**src/rtl/ttt_button_conditioner_pkg.sv**
```systemverilog
// ============================================================================
// Module      : ttt_button_conditioner_pkg
// Description : Shared types and constants for the tic-tac-toe button conditioner:
//               channel FSM encoding, button indices and counter sizing helper.
// Revision    : 1.0 - initial release
// ============================================================================
`default_nettype none

package ttt_button_conditioner_pkg;

    typedef enum logic [1:0] {
        ST_IDLE         = 2'd0,
        ST_PRESS_WAIT   = 2'd1,
        ST_HELD         = 2'd2,
        ST_RELEASE_WAIT = 2'd3
    } btn_state_t;

    // Index order doubles as arbitration priority: higher index wins.
    localparam int BTN_R   = 0;
    localparam int BTN_L   = 1;
    localparam int BTN_D   = 2;
    localparam int BTN_U   = 3;
    localparam int BTN_C   = 4;
    localparam int NUM_BTN = 5;

    // Width of a counter that must reach n-1; never narrower than one bit.
    function automatic int cnt_width(input int n);
        return (n > 1) ? $clog2(n) : 1;
    endfunction

endpackage

`default_nettype wire

```
**src/rtl/ttt_button_conditioner_if.sv**
```systemverilog
// ============================================================================
// Module      : ttt_button_conditioner_if
// Description : Board-pin and game-engine side signals of the button conditioner.
//               master = pin/engine side, slave = conditioner.
// Revision    : 1.0 - initial release
// ============================================================================
`default_nettype none

interface ttt_button_conditioner_if;
    import ttt_button_conditioner_pkg::*;

    logic               u_BtnL;
    logic               u_BtnR;
    logic               u_BtnU;
    logic               u_BtnD;
    logic               u_BtnC;
    logic               BtnL;
    logic               BtnR;
    logic               BtnU;
    logic               BtnD;
    logic               BtnC;
    logic [NUM_BTN-1:0] Dpb;

    modport master (
        output u_BtnL, u_BtnR, u_BtnU, u_BtnD, u_BtnC,
        input  BtnL, BtnR, BtnU, BtnD, BtnC, Dpb
    );

    modport slave (
        input  u_BtnL, u_BtnR, u_BtnU, u_BtnD, u_BtnC,
        output BtnL, BtnR, BtnU, BtnD, BtnC, Dpb
    );

endinterface

`default_nettype wire

```
**src/rtl/ttt_button_conditioner_btn_channel.sv**
```systemverilog
// ============================================================================
// Module      : ttt_button_conditioner_btn_channel
// Description : One button: 2-flop synchroniser, debounce FSM and counter.
//               Optional auto-repeat under TTT_AUTOREPEAT_EN.
// Revision    : 1.0 - initial release
// ============================================================================
`default_nettype none

module ttt_button_conditioner_btn_channel
    import ttt_button_conditioner_pkg::*;
#(
    parameter int DEBOUNCE_CYCLES = 500000
`ifdef TTT_AUTOREPEAT_EN
    ,
    parameter int REPEAT_DELAY    = 50000000,
    parameter int REPEAT_PERIOD   = 20000000,
    parameter bit REPEAT_EN       = 1'b1
`endif
) (
    input  wire logic Clk,
    input  wire logic reset,
    input  wire logic i_raw,
    output logic      o_strobe,
    output logic      o_level
);

    localparam int             c_CNT_W    = cnt_width(DEBOUNCE_CYCLES);
    localparam logic [c_CNT_W-1:0] c_CNT_LAST = c_CNT_W'(DEBOUNCE_CYCLES - 1);

    logic               r_sync1;
    logic               r_sync2;
    btn_state_t         r_state;
    btn_state_t         w_state_nxt;
    logic [c_CNT_W-1:0] r_cnt;
    logic [c_CNT_W-1:0] w_cnt_nxt;
    logic               w_press_strobe;

    always_ff @(posedge Clk or posedge reset) begin
        if (reset) begin
            r_sync1 <= 1'b0;
            r_sync2 <= 1'b0;
        end else begin
            r_sync1 <= i_raw;
            r_sync2 <= r_sync1;
        end
    end

    always_ff @(posedge Clk or posedge reset) begin
        if (reset) begin
            r_state <= ST_IDLE;
            r_cnt   <= '0;
        end else begin
            r_state <= w_state_nxt;
            r_cnt   <= w_cnt_nxt;
        end
    end

    // A drop of the synced input always wins over the terminal count,
    // so a press is accepted only if the last sampled level is still high.
    always_comb begin
        w_state_nxt    = r_state;
        w_cnt_nxt      = r_cnt;
        w_press_strobe = 1'b0;
        case (r_state)
            ST_IDLE: begin
                if (r_sync2) begin
                    w_state_nxt = ST_PRESS_WAIT;
                    w_cnt_nxt   = '0;
                end
            end
            ST_PRESS_WAIT: begin
                if (!r_sync2) begin
                    w_state_nxt = ST_IDLE;
                end else if (r_cnt == c_CNT_LAST) begin
                    w_state_nxt    = ST_HELD;
                    w_press_strobe = 1'b1;
                end else begin
                    w_cnt_nxt = r_cnt + c_CNT_W'(1);
                end
            end
            ST_HELD: begin
                if (!r_sync2) begin
                    w_state_nxt = ST_RELEASE_WAIT;
                    w_cnt_nxt   = '0;
                end
            end
            ST_RELEASE_WAIT: begin
                if (r_sync2) begin
                    w_state_nxt = ST_HELD;
                end else if (r_cnt == c_CNT_LAST) begin
                    w_state_nxt = ST_IDLE;
                end else begin
                    w_cnt_nxt = r_cnt + c_CNT_W'(1);
                end
            end
            default: begin
                w_state_nxt = ST_IDLE;
                w_cnt_nxt   = '0;
            end
        endcase
    end

    assign o_level = (r_state == ST_HELD) || (r_state == ST_RELEASE_WAIT);

`ifdef TTT_AUTOREPEAT_EN
    logic w_rep_fire;

    if (REPEAT_EN) begin : g_repeat
        localparam int c_REP_MAX = (REPEAT_DELAY > REPEAT_PERIOD) ? REPEAT_DELAY : REPEAT_PERIOD;
        localparam int c_REP_W   = cnt_width(c_REP_MAX);

        logic [c_REP_W-1:0] r_rep_cnt;
        logic               r_rep_first;

        assign w_rep_fire = (r_state == ST_HELD) && r_sync2 &&
                            (r_rep_first ? (r_rep_cnt == c_REP_W'(REPEAT_DELAY - 1))
                                         : (r_rep_cnt == c_REP_W'(REPEAT_PERIOD - 1)));

        // Held at zero outside a stable HELD, so a bounce restarts the delay.
        always_ff @(posedge Clk or posedge reset) begin
            if (reset) begin
                r_rep_cnt   <= '0;
                r_rep_first <= 1'b1;
            end else if ((r_state != ST_HELD) || !r_sync2) begin
                r_rep_cnt   <= '0;
                r_rep_first <= 1'b1;
            end else if (w_rep_fire) begin
                r_rep_cnt   <= '0;
                r_rep_first <= 1'b0;
            end else begin
                r_rep_cnt   <= r_rep_cnt + c_REP_W'(1);
            end
        end
    end else begin : g_no_repeat
        assign w_rep_fire = 1'b0;
    end

    assign o_strobe = w_press_strobe | w_rep_fire;
`else
    assign o_strobe = w_press_strobe;
`endif

endmodule

`default_nettype wire

```
**src/rtl/ttt_button_conditioner.sv**
```systemverilog
// ============================================================================
// Module      : ttt_button_conditioner
// Description : Five debounced button channels, single-winner arbiter and
//               registered one-cycle strobes. TTT_AUTOREPEAT_EN adds auto-repeat
//               (and its REPEAT_* parameters) to L/R/U/D.
// Revision    : 1.0 - initial release
// ============================================================================
`default_nettype none

module ttt_button_conditioner
    import ttt_button_conditioner_pkg::*;
#(
    parameter int DEBOUNCE_CYCLES = 500000
`ifdef TTT_AUTOREPEAT_EN
    ,
    parameter int REPEAT_DELAY    = 50000000,
    parameter int REPEAT_PERIOD   = 20000000
`endif
) (
    input  wire logic               Clk,
    input  wire logic               reset,
    ttt_button_conditioner_if.slave btn_if
);

    logic [NUM_BTN-1:0] w_raw;
    logic [NUM_BTN-1:0] w_raw_strobe;
    logic [NUM_BTN-1:0] w_level;
    logic [NUM_BTN-1:0] w_grant;
    logic [NUM_BTN-1:0] r_strobe;

    assign w_raw[BTN_R] = btn_if.u_BtnR;
    assign w_raw[BTN_L] = btn_if.u_BtnL;
    assign w_raw[BTN_D] = btn_if.u_BtnD;
    assign w_raw[BTN_U] = btn_if.u_BtnU;
    assign w_raw[BTN_C] = btn_if.u_BtnC;

    for (genvar gi = 0; gi < NUM_BTN; gi++) begin : g_channel
        ttt_button_conditioner_btn_channel #(
            .DEBOUNCE_CYCLES (DEBOUNCE_CYCLES)
`ifdef TTT_AUTOREPEAT_EN
            ,
            .REPEAT_DELAY    (REPEAT_DELAY),
            .REPEAT_PERIOD   (REPEAT_PERIOD),
            .REPEAT_EN       (gi != BTN_C)
`endif
        ) u_channel (
            .Clk      (Clk),
            .reset    (reset),
            .i_raw    (w_raw[gi]),
            .o_strobe (w_raw_strobe[gi]),
            .o_level  (w_level[gi])
        );
    end

    // Ascending scan: the highest pending index (C > U > D > L > R) overwrites
    // lower ones, so exactly one grant survives and losers are dropped.
    always_comb begin
        w_grant = '0;
        for (int i = 0; i < NUM_BTN; i++) begin
            if (w_raw_strobe[i]) begin
                w_grant = NUM_BTN'(1) << i;
            end
        end
    end

    always_ff @(posedge Clk or posedge reset) begin
        if (reset) begin
            r_strobe <= '0;
        end else begin
            r_strobe <= w_grant;
        end
    end

    assign btn_if.BtnR = r_strobe[BTN_R];
    assign btn_if.BtnL = r_strobe[BTN_L];
    assign btn_if.BtnD = r_strobe[BTN_D];
    assign btn_if.BtnU = r_strobe[BTN_U];
    assign btn_if.BtnC = r_strobe[BTN_C];
    assign btn_if.Dpb  = w_level;

endmodule

`default_nettype wire

```
**src/flat_wrapper.sv**
```systemverilog
// flat-port wrapper written by rule: the top's interface ports become plain ports
module ttt_button_conditioner_flat import ttt_button_conditioner_pkg::*;
#(
    parameter int DEBOUNCE_CYCLES = 500000

)
  (Clk, reset, btn_if_u_BtnL, btn_if_u_BtnR, btn_if_u_BtnU, btn_if_u_BtnD, btn_if_u_BtnC, btn_if_BtnL, btn_if_BtnR, btn_if_BtnU, btn_if_BtnD, btn_if_BtnC, btn_if_Dpb);
  ttt_button_conditioner_if btn_if_i ();
  input  wire logic Clk;
  input  wire logic reset;
  input wire logic [$bits(btn_if_i.u_BtnL)-1:0] btn_if_u_BtnL;
  input wire logic [$bits(btn_if_i.u_BtnR)-1:0] btn_if_u_BtnR;
  input wire logic [$bits(btn_if_i.u_BtnU)-1:0] btn_if_u_BtnU;
  input wire logic [$bits(btn_if_i.u_BtnD)-1:0] btn_if_u_BtnD;
  input wire logic [$bits(btn_if_i.u_BtnC)-1:0] btn_if_u_BtnC;
  output wire logic [$bits(btn_if_i.BtnL)-1:0] btn_if_BtnL;
  output wire logic [$bits(btn_if_i.BtnR)-1:0] btn_if_BtnR;
  output wire logic [$bits(btn_if_i.BtnU)-1:0] btn_if_BtnU;
  output wire logic [$bits(btn_if_i.BtnD)-1:0] btn_if_BtnD;
  output wire logic [$bits(btn_if_i.BtnC)-1:0] btn_if_BtnC;
  output wire logic [$bits(btn_if_i.Dpb)-1:0] btn_if_Dpb;
  assign btn_if_i.u_BtnL = btn_if_u_BtnL;
  assign btn_if_i.u_BtnR = btn_if_u_BtnR;
  assign btn_if_i.u_BtnU = btn_if_u_BtnU;
  assign btn_if_i.u_BtnD = btn_if_u_BtnD;
  assign btn_if_i.u_BtnC = btn_if_u_BtnC;
  assign btn_if_BtnL = btn_if_i.BtnL;
  assign btn_if_BtnR = btn_if_i.BtnR;
  assign btn_if_BtnU = btn_if_i.BtnU;
  assign btn_if_BtnD = btn_if_i.BtnD;
  assign btn_if_BtnC = btn_if_i.BtnC;
  assign btn_if_Dpb = btn_if_i.Dpb;
  ttt_button_conditioner #(.DEBOUNCE_CYCLES(DEBOUNCE_CYCLES)) u_core (.Clk(Clk), .reset(reset), .btn_if(btn_if_i));
endmodule
```
**config.mk**
```make
export PLATFORM = sky130hd
export DESIGN_NAME = ttt_button_conditioner_flat
export DESIGN_NICKNAME = d
export VERILOG_FILES = /design/src/rtl/ttt_button_conditioner_pkg.sv /design/src/rtl/ttt_button_conditioner_if.sv /design/src/rtl/ttt_button_conditioner_btn_channel.sv /design/src/rtl/ttt_button_conditioner.sv /design/src/flat_wrapper.sv
export SDC_FILE = /design/constraint.sdc
export NUM_CORES = 1
export LEC_CHECK = 0
export BUFFER_PORTS_ARGS = -buffer_cell sky130_fd_sc_hd__clkbuf_2
export CORE_MARGIN = 2
export CORE_UTILIZATION = 41
export DETAILED_ROUTE_END_ITERATION = 6
export PLACE_DENSITY = 0.67
export SYNTH_ARGS = -nofsm -noshare
export SYNTH_HDL_FRONTEND = slang
export SYNTH_SLANG_ARGS = --single-unit
```
**constraint.sdc**
```tcl
create_clock -name Clk -period 3.5 [get_ports Clk]
set_input_delay 0.175 -clock Clk [delete_from_list [all_inputs] [get_ports Clk]]
set_output_delay 0.175 -clock Clk [all_outputs]
set_load 0.02 [all_outputs]
```
-- Word level (Yosys, flattened, before mapping)
Cells that the tools add are included.
- bits in registers: 120
- bits in latches: 0
- bits in writable memories: 0
- ROM bits: 0
- output and inout port bits: 10
- memories: 0
- add/subtract/negate cells: 5
- multipliers: 0
- divide/modulo/power cells: 0
- $lt $le $gt $ge: 0
- equal/unequal tests: 50
- shifts and indexed selects: 0
- multiplexer cells: 85
- bitwise operators: 0
- reductions and logical operators: 20
- operators with widths (kind ; number):
    2-to-1 mux 19 bit ; 25
    case mux 19 bit (4 select lines) ; 5
    adder 19 x 1 -> 19 bit, second input constant ; 5
    == test 19 bit, second input constant ; 5
    2-to-1 mux 2 bit ; 31
    != test 2 bit, second input constant ; 20
    case mux 2 bit (4 select lines) ; 5
    AND reduction 4 bit ; 10
    != test 3 bit, second input constant ; 10
    == test 2 bit, second input constant ; 10
    2-to-1 mux 1 bit ; 16
    == test 2 x 1 -> 1 bit, second input constant ; 5
    logical NOT 2 bit ; 5
    logical OR 1 bit ; 5
    2-to-1 mux 5 bit ; 1
    2-to-1 mux 4 bit ; 1
    2-to-1 mux 3 bit ; 1

-- Longest topological paths before layout
Gate-level depths: netlist of run 1.
- depth in word-level cells: 9
- gate-level depth with buffers: 8

-- Modules after synthesis
From an unflattened synthesis of run 1, not the netlist that was laid out.
- cells, all modules: 706
- area total of the unflattened synthesis: 6757.7 sq um
- by module, submodules not included (module ; times used ; cells each ; area each (sq um) ; seq. area each (sq um)):
    ttt_button_conditioner_btn_channel ; 5 ; 139 ; 1316.3 ; 575.6
    ttt_button_conditioner ; 1 ; 11 ; 176.4 ; 125.1

-- Worst setup path before layout of run 1
Ideal clock, no wire load.
- kind: flip-flop to flip-flop
- start point: register u_core.g_channel[4].u_channel.r_cnt[0]
- end point: register u_core.g_channel[4].u_channel.r_cnt[18]
- arrival time: 1.809 ns
- required time: 3.379 ns
- path slack: 1.570 ns
- cell stages (with the launch flop): 7
- cells stage by stage: dfrtp_1 > ha_1 > and4_1 > nand3_1 > nor4_1 > mux2_2 > a22o_1
- longest elaborated chain between the ends: 4
- elaborated cells on any way between the ends: 6
- classes of those cells: 1 x add/sub; 1 x eq/ne; 4 x mux
- RTL lines (item ; line ; source):
    start, declared ; ttt_button_conditioner_btn_channel.sv:34 ; logic [c_CNT_W-1:0] r_cnt;
    start signal, assigned ; ttt_button_conditioner_btn_channel.sv:54 ; r_cnt <= w_cnt_nxt;
    adder 19 x 1 -> 19 bit or == test 19 bit (tied branches) ; -- ;
    2-to-1 mux 19 bit * ; ttt_button_conditioner_btn_channel.sv:74, ttt_button_conditioner_btn_channel.sv:90 ;
    2-to-1 mux 19 bit (on tied branches) ; ttt_button_conditioner_btn_channel.sv:88, ttt_button_conditioner_btn_channel.sv:72 ;
    case mux 19 bit (4 select lines) * ; ttt_button_conditioner_btn_channel.sv:64 ; case (r_state)
Every way passes the cells marked *; elsewhere a longest branch is shown, timed or not. The select of a mux whose other input is x is not followed.
A chain may end at the register's enable or synchronous reset.

-- Final worst setup path of run 1
- start point: register u_core.g_channel[1].u_channel.r_cnt[0]
- end point: register u_core.g_channel[1].u_channel.r_cnt[11]
- longest elaborated chain between the ends: 4
- elaborated cells on any way between the ends: 6
- classes of those cells: 1 x add/sub; 1 x eq/ne; 4 x mux
- RTL lines (item ; line):
    start, declared ; ttt_button_conditioner_btn_channel.sv:34
    start signal, assigned ; ttt_button_conditioner_btn_channel.sv:54
    adder 19 x 1 -> 19 bit or == test 19 bit (tied branches) ; --
    2-to-1 mux 19 bit * ; ttt_button_conditioner_btn_channel.sv:74, ttt_button_conditioner_btn_channel.sv:90
    2-to-1 mux 19 bit (on tied branches) ; ttt_button_conditioner_btn_channel.sv:88, ttt_button_conditioner_btn_channel.sv:72
    case mux 19 bit (4 select lines) * ; ttt_button_conditioner_btn_channel.sv:64
Marked as above.

==> results.sh, run 1 <==
export IMPL_cts_tree="yes"
export IMPL_fin_crit_ps=2520
export IMPL_critPathCaptureType="flip-flop"
export IMPL_grt_pass1_vias=5119
export IMPL_cp_num_buf_inv=1
export IMPL_routedWlPerCell_um=15.6
export IMPL_cts_buffer_depth=2
export IMPL_synth_area_top_cells="dfrtp_1 (47%), nand2_1 (4.8%), o21ai_0 (3.4%)"
export IMPL_setup_worst_path_class="flip-flop to flip-flop"
export IMPL_reg2reg_slack_ps=980
export IMPL_max_freq_mhz=396
export IMPL_drt_initial_drc_count=400
export IMPL_grt_pass1_wl_mm=24.3
export IMPL_diodes=0
export IMPL_routed_via_density=5.95
export IMPL_yosysSeqAreaShare_pct=46.9
export IMPL_avgSynthCellArea_um2=9.34
export IMPL_cpPeakStageDelay_ps=420
export IMPL_reg2reg_to="u_core.g_channel[1].u_channel.r_cnt[11]"
export IMPL_finalSetupTns_ps=0
export IMPL_detail_route_antenna_nets=0
export IMPL_synthCells=685
export IMPL_worstPathArrival_ps=2830
export IMPL_synth_fp_nets=697
export IMPL_cts_sinks=120
export IMPL_synth_top_area_share_pct=46.9
export IMPL_peakVddDrop_v=0.000353
export IMPL_drive_gt1_share_pct=10.3
export IMPL_post_cts_buffers=0
export IMPL_multiInputGateArea_um2=3140
export IMPL_grt_antenna_before_repair=0
export IMPL_min_delay_start="u_core.g_channel[4].u_channel.r_sync1"
export IMPL_hold_ws_ps=347
export IMPL_tightest_slew_ps=834
export IMPL_dp_hpwl_mm=9.56
export IMPL_area_delta_synth_final_pct=12.9
export IMPL_crit_chain="ha_1 > and4_1 > and4_1 > a21o_1 > inv_1 > nand2_1 > o41ai_1"
export IMPL_syn_area_um2=6400
export IMPL_slew_headroom_pct=44.1
export IMPL_finalHoldViolCount=0
export IMPL_die_w_um=129
export IMPL_drv_cap=0
export IMPL_finalCritPeriodShare_pct=72.1
export IMPL_holdCritPathClass="flip-flop to flip-flop"
export IMPL_grt_use_total_pct=18.1
export IMPL_rows=45
export IMPL_cpMostUsedCell="and4_1"
export IMPL_rr_worst_depth=7
export IMPL_io_pins=17
export IMPL_status="finished, final reports clean"
export IMPL_grt_overflow=0
export IMPL_gp_congestion=0.939
export IMPL_grt_max_degree=68
export IMPL_synthArstFlopShare_pct=100
export IMPL_p_per_area_nw_per_um2=461
export IMPL_final_common_cell="dfrtp_1"
export IMPL_chipHeight_um=129
export IMPL_rsz0062_at_grt="false"
export IMPL_min_to="u_core.g_channel[4].u_channel.r_sync2"
export IMPL_critPathLaunchType="flip-flop"
export IMPL_worstSkewPairLatency_ps=420
export IMPL_core_um2=15200
export IMPL_final_core_util_pct=47.5
export IMPL_regArea_um2=3000
export IMPL_nNetsFinal=712
export IMPL_dr_pass1_iters=5
export IMPL_skew_ps=9.54
export IMPL_htree_levels=4
export IMPL_clock_root_buffer="clkbuf_16"
export IMPL_drt_total_wl_mm=14.0
export IMPL_cts_buffers=17
export IMPL_crit_slowest_cell="dfrtp_1"
export IMPL_layout_common_cells="dfrtp_1 (120), nand2_1 (82), nor2_1 (44)"
export IMPL_start_util_pct=42.1
export IMPL_crit_required_ps=3810
export IMPL_fillers=1375
export IMPL_cp_top_family="compound AO/OA/AOI/OAI gates"
export IMPL_ys_types=63
export IMPL_ys_ff_latch=120
export IMPL_synth_top_cell_by_area="dfrtp_1"
export IMPL_setup_viol=0
export IMPL_yosysWarnings=0
export IMPL_clk_pin_slew_ps=50
export IMPL_vias=5334
export IMPL_ys_flop_type="dfrtp_1"
export IMPL_hold_depth=0
export IMPL_io_buffers=16
export IMPL_synth_edff_count=0
export IMPL_leakagePower_nw=3.00
export IMPL_die_area_um2=16600
export IMPL_drc_errors=0
export IMPL_crit_path_max_fanout=23
export IMPL_maxSlewViolCount=0
export IMPL_r2r_start="u_core.g_channel[1].u_channel.r_cnt[0]"
-- Yosys cell counts (all sizes together) (12+ instances only) --
library cell and n:
a21oi 28, o31ai 24, xnor2 19, or4 22
nor4 12, o211ai 16, inv 27, nand3 37
clkbuf 20, nand2 82, dfrtp 120, buf 12
nor2 45, nor3 17, nand4 27, o21ai 46
-- registers in the layout, summed over array words and instances (netlist names), named ones only --
register,cells
u_core.g_channel.u_channel.r_cnt,95
u_core.r_strobe,5
u_core.g_channel.u_channel.r_sync1,5
u_core.g_channel.u_channel.r_sync2,5
u_core.g_channel.u_channel.r_state,5
-- cell families (layout without fill, tap and decap cells) --
logic type / count (synthesis) / after routing / synth area share, %
AOI/OAI and AO/OA: 156 / 156 / 15.8
xor gates and xnor gates: 23 / 23 / 3.38
adders and majority gates: 5 / 5 / 0.978
buffers and inverters: 59 / 82 / 4.07
DFF: 120 / 120 / 46.9
muxes: 13 / 13 / 2.21
and+or+nand+nor: 309 / 309 / 26.6
-- power breakdown --
part	total [mW]	leakage, nW	internal, mW	switching (mW)
logic	0.172	1.09	0.0633	0.109
clock network	1.67	0.282	1.08	0.582
registers	1.49	1.63	1.43	0.0624
-- timing repair --
item | in CTS | in global routing
endpoints found under the hold margin | 70 | 0
gates resized for setup | 0 | 0
hold buffers | 6 | 0
-- layer usage --
metal / track usage (%) / vias to the layer above / share of wire, %
met5: 0 / - / 0
met4: 7.61 / 0 / 1.6
met3: 5.07 / 19 / 4.5
met2: 28.3 / 132 / 48
met1: 23.7 / 2616 / 46
li1: - / 2567 / -
-- worst max path at each step --
| stage | start | endpoint | slack (ps) | depth (start not counted) |
|---|---|---|---|---|
| final | u_core.g_channel[1].u_channel.r_cnt[0] | u_core.g_channel[1].u_channel.r_cnt[11] | 980 | 7 |
| after global routing | u_core.g_channel[1].u_channel.r_cnt[0] | u_core.g_channel[1].u_channel.r_cnt[2] | 820 | 7 |
| after CTS | u_core.g_channel[1].u_channel.r_cnt[0] | u_core.g_channel[1].u_channel.r_cnt[11] | 960 | 7 |
| after detailed placement | u_core.g_channel[1].u_channel.r_cnt[0] | u_core.g_channel[1].u_channel.r_cnt[11] | 970 | 7 |
| after global placement | u_core.g_channel[1].u_channel.r_cnt[0] | u_core.g_channel[1].u_channel.r_cnt[11] | 1060 | 7 |
| after floorplan | reset | asynchronous set/reset pin | 140 | 1 |
-- per-stage QoR --
step	total power, mW	setup slack [ps]	cell area [um^2]	cells
after global placement	1.67	1060	6600	863
after detailed placement	1.69	969	6600	863
after global routing	3.47	822	7230	896
after floorplan	1.63	139	6400	685
final	3.33	978	7230	896
after CTS	3.37	956	7230	896
-- area by class of cell --
class | count | share of cell area, %
tap | 188 | 3.26
clock inverter | 3 | 0.554
multi-input combinational | 506 | 43.4
inverter | 27 | 1.44
sequential | 120 | 41.6
clock buffer | 24 | 7.22
timing repair buffer | 28 | 2.56
Note: power is estimated with default switching activity, not from simulation.
==> run 2: changes to the inputs <==
--- a/config.mk
+++ b/config.mk
@@ -5,11 +5,12 @@
 export SDC_FILE = /design/constraint.sdc
 export NUM_CORES = 1
 export LEC_CHECK = 0
+export ABC_AREA = 1
 export BUFFER_PORTS_ARGS = -buffer_cell sky130_fd_sc_hd__clkbuf_2
 export CORE_MARGIN = 2
 export CORE_UTILIZATION = 41
 export DETAILED_ROUTE_END_ITERATION = 6
-export PLACE_DENSITY = 0.67
+export PLACE_DENSITY = 0.65
 export SYNTH_ARGS = -nofsm -noshare
 export SYNTH_HDL_FRONTEND = slang
 export SYNTH_SLANG_ARGS = --single-unit
==> constraint.sdc (replaced) <==
create_clock -name Clk -period 2.5 [get_ports Clk]
set_input_delay 0.125 -clock Clk [delete_from_list [all_inputs] [get_ports Clk]]
set_output_delay 0.125 -clock Clk [all_outputs]
set_load 0.02 [all_outputs]
==> run 2 against run 1 <==
Effect of this change: setup slack lost 580 ps; first-iteration DRC count up 55%; sequential power up 39%; via count is 19% higher; clock power up 55%; sequential share of layout area shrank 4.9 points; final area increased by 13%; register-to-register slack got worse by 580 ps; final cell count is 44% higher; clock-buffer cell count decreased by 4; core utilization shrank 0.50 points; non-clock buffer count shrank 1; critical path type unchanged; critical endpoint is now u_core.g_channel[3].u_channel.r_cnt[6]; largest cell class unchanged; highest routed layer unchanged.
==> results.sh, run 2 <==
export IMPL_fillers=1731
export IMPL_largest_reg_flops=95
export IMPL_regMostFlops="u_core.g_channel.u_channel.r_cnt"
export IMPL_gp_congestion=0.884
export IMPL_maxSlewViolCount=0
export IMPL_syn_area_um2=7330
export IMPL_skew_ps=9.48
export IMPL_tightest_slew_ps=628
export IMPL_pre_cts_ws_ps=398
export IMPL_crit_required_ps=2820
export IMPL_final_common_cell="nand2_1"
export IMPL_nNetsFinal=1063
export IMPL_reg2reg_to="u_core.g_channel[3].u_channel.r_cnt[6]"
export IMPL_routedWlPerCell_um=12.4
export IMPL_final_core_util_pct=47.0
export IMPL_dp_cells=1251
export IMPL_routed_via_density=4.92
export IMPL_grt_pass1_vias=5725
export IMPL_grt_use_total_pct=18.4
export IMPL_synth_area_top_cells="dfrtp_1 (41%), nand2_1 (17%), nand3_1 (7.9%)"
export IMPL_io_pins=17
export IMPL_setup_worst_path_class="flip-flop to flip-flop"
export IMPL_area_delta_synth_final_pct=11.7
export IMPL_peakVddDrop_v=0.000493
export IMPL_crit_path_max_fanout=25
export IMPL_cts_sinks=120
export IMPL_die_w_um=138
export IMPL_finalCritPeriodShare_pct=83.9
export IMPL_grt_pass1_wl_mm=27.6
export IMPL_ys_ff_latch=120
export IMPL_cpMostUsedCell="nand3_2"
export IMPL_synth_most_common_cell="nand2_1"
export IMPL_synth_top_cell_by_area="dfrtp_1"
export IMPL_finalHoldViolCount=0
export IMPL_leakagePower_nw=3.55
export IMPL_drv_cap=0
export IMPL_htree_levels=4
export IMPL_start_util_pct=42.1
export IMPL_cts_buffer_depth=2
export IMPL_synthArstFlopShare_pct=100
export IMPL_hold_ws_ps=348
export IMPL_synth_top_area_share_pct=40.9
export IMPL_rows=48
export IMPL_max_freq_mhz=477
export IMPL_detail_route_antenna_nets=0
export IMPL_worstPathArrival_ps=2420
export IMPL_cpPeakStageDelay_ps=430
export IMPL_min_to="u_core.g_channel[0].u_channel.r_sync2"
export IMPL_p_total_mw=4.90
export IMPL_dp_hpwl_mm=11.2
export IMPL_drc_errors=0
export IMPL_r2r_start="u_core.g_channel[3].u_channel.r_cnt[0]"
export IMPL_avgSynthCellArea_um2=7.06
export IMPL_core_um2=17400
export IMPL_critPathCaptureType="flip-flop"
export IMPL_final_cell_area_um2=8190
export IMPL_grt_overflow=0
export IMPL_die_area_um2=19000
export IMPL_grt_antenna_before_repair=0
export IMPL_dpl_instance_area_um2=7510
export IMPL_synth_common_cells="nand2_1 (329), nor2_1 (133), dfrtp_1 (120), nand3_1 (116), inv_1 (97)"
export IMPL_yosysWarnings=0
export IMPL_clk_pin_slew_ps=50
export IMPL_holdCritPathClass="flip-flop to flip-flop"
export IMPL_cts_tree="yes"
export IMPL_rsz0062_at_grt="false"
export IMPL_dr_pass1_iters=5
export IMPL_rr_worst_depth=8
export IMPL_yosysSeqAreaShare_pct=40.9
export IMPL_drt_initial_drc_count=619
export IMPL_hold_depth=0
export IMPL_synth_fp_nets=1050
export IMPL_ys_types=34
export IMPL_status="finished, final reports clean"
export IMPL_finalSetupTns_ps=0
export IMPL_chipHeight_um=138
export IMPL_synth_edff_count=0
export IMPL_finalNonFillerCells=1288
export IMPL_crit_chain="ha_1 > nand3_2 > inv_2 > nand3_2 > nor2_2 > nor2_4 > clkinv_2 > o21ai_0"
export IMPL_slew_headroom_pct=58.1
export IMPL_reg2reg_slack_ps=400
export IMPL_setup_slack_ps=402
export IMPL_drive_gt1_share_pct=8.65
export IMPL_min_delay_start="u_core.g_channel[0].u_channel.r_sync1"
export IMPL_fin_crit_ps=2100
export IMPL_critPathLaunchType="flip-flop"
export IMPL_clock_root_buffer="clkbuf_16"
export IMPL_ys_flop_type="dfrtp_1"
export IMPL_crit_slowest_cell="dfrtp_1"
export IMPL_setup_viol=0
export IMPL_p_per_area_nw_per_um2=598
export IMPL_drt_total_wl_mm=16.0
export IMPL_io_buffers=16
export IMPL_worstSkewPairLatency_ps=420
export IMPL_cts_buffers=17
export IMPL_diodes=0
export IMPL_vias=6343
export IMPL_synthCells=1038
export IMPL_layout_common_cells="nand2_1 (329), nor2_1 (133), dfrtp_1 (120)"
export IMPL_grt_max_degree=121
[run 2: cell count changes after synthesis, moves of 13 or more]
cell      change
a21oi_1      -25
inv_1        +70
nand2_1     +247
nand3_1      +79
nor2_1       +89
o211ai_1     -16
o21ai_0      +13
o21ai_1      +14
o31ai_1      -23
or4_1        -22
xor2_1       +26
[run 2: what timing repair did]
item | CTS | global route
setup buffers | 0 | 0
hold endpoints to repair | 125 | 0
gates resized for setup | 0 | 0
hold buffers | 6 | 0
[run 2: cell families after synthesis]
logic type | share of synthesized area (%)
compound gates | 6.40
xor+xnor | 4.30
fa+ha+maj | 0.853
buf+inv | 8.65
flops | 40.9
simple gates | 38.8
[run 2: layer usage]
metal  vias to the layer above  global-route usage, %  routed length (um)
met3                        18                   3.72                 559
met5                         -                      0                   0
li1                       3336                      -                   -
met2                       103                   27.6                7050
met1                      2886                   26.6                8130
met4                         0                   5.95                 226
[run 2: final cells by class]
class	count	area, um^2	share of cell area (%)
clock buffer	20	447	5.45
clock inverter	11	173	2.11
inverter	104	402	4.90
multi-input combinational	781	3700	45.1
sequential	120	3000	36.7
tap	225	282	3.44
timing repair buffer	27	190	2.32
[run 2: critical path, delay by kind of cell, from the launching register on]
family / cells / cell delay (ps)
adder cells (fa/ha/maj): 1 / 310
AO/OA/AOI/OAI: 1 / 300
flip-flops: 1 / 430
AND/OR/NAND/NOR: 4 / 550
buffers and inverters: 2 / 400
[run 2: how the worst max path moves through the flow]
stage                                           startpoint  slack, ps                                       to  depth (start not counted)
detailed placement  u_core.g_channel[3].u_channel.r_cnt[0]        400   u_core.g_channel[3].u_channel.r_cnt[6]                          8
global placement    u_core.g_channel[3].u_channel.r_cnt[0]        530  u_core.g_channel[3].u_channel.r_cnt[16]                          9
global route        u_core.g_channel[3].u_channel.r_cnt[0]        160  u_core.g_channel[3].u_channel.r_cnt[14]                          8
CTS                 u_core.g_channel[3].u_channel.r_cnt[0]        360   u_core.g_channel[3].u_channel.r_cnt[6]                          8
floorplan                                            reset        910               asynchronous set/reset pin                          1
finish              u_core.g_channel[3].u_channel.r_cnt[0]        400   u_core.g_channel[3].u_channel.r_cnt[6]                          8
[run 2: power by group]
group	switching [mW]	leakage, nW	internal (mW)
Combinational	0.175	1.61	0.0683
Clock	0.896	0.300	1.69
Sequential	0.0709	1.63	1.99
Total	1.14	3.55	3.75
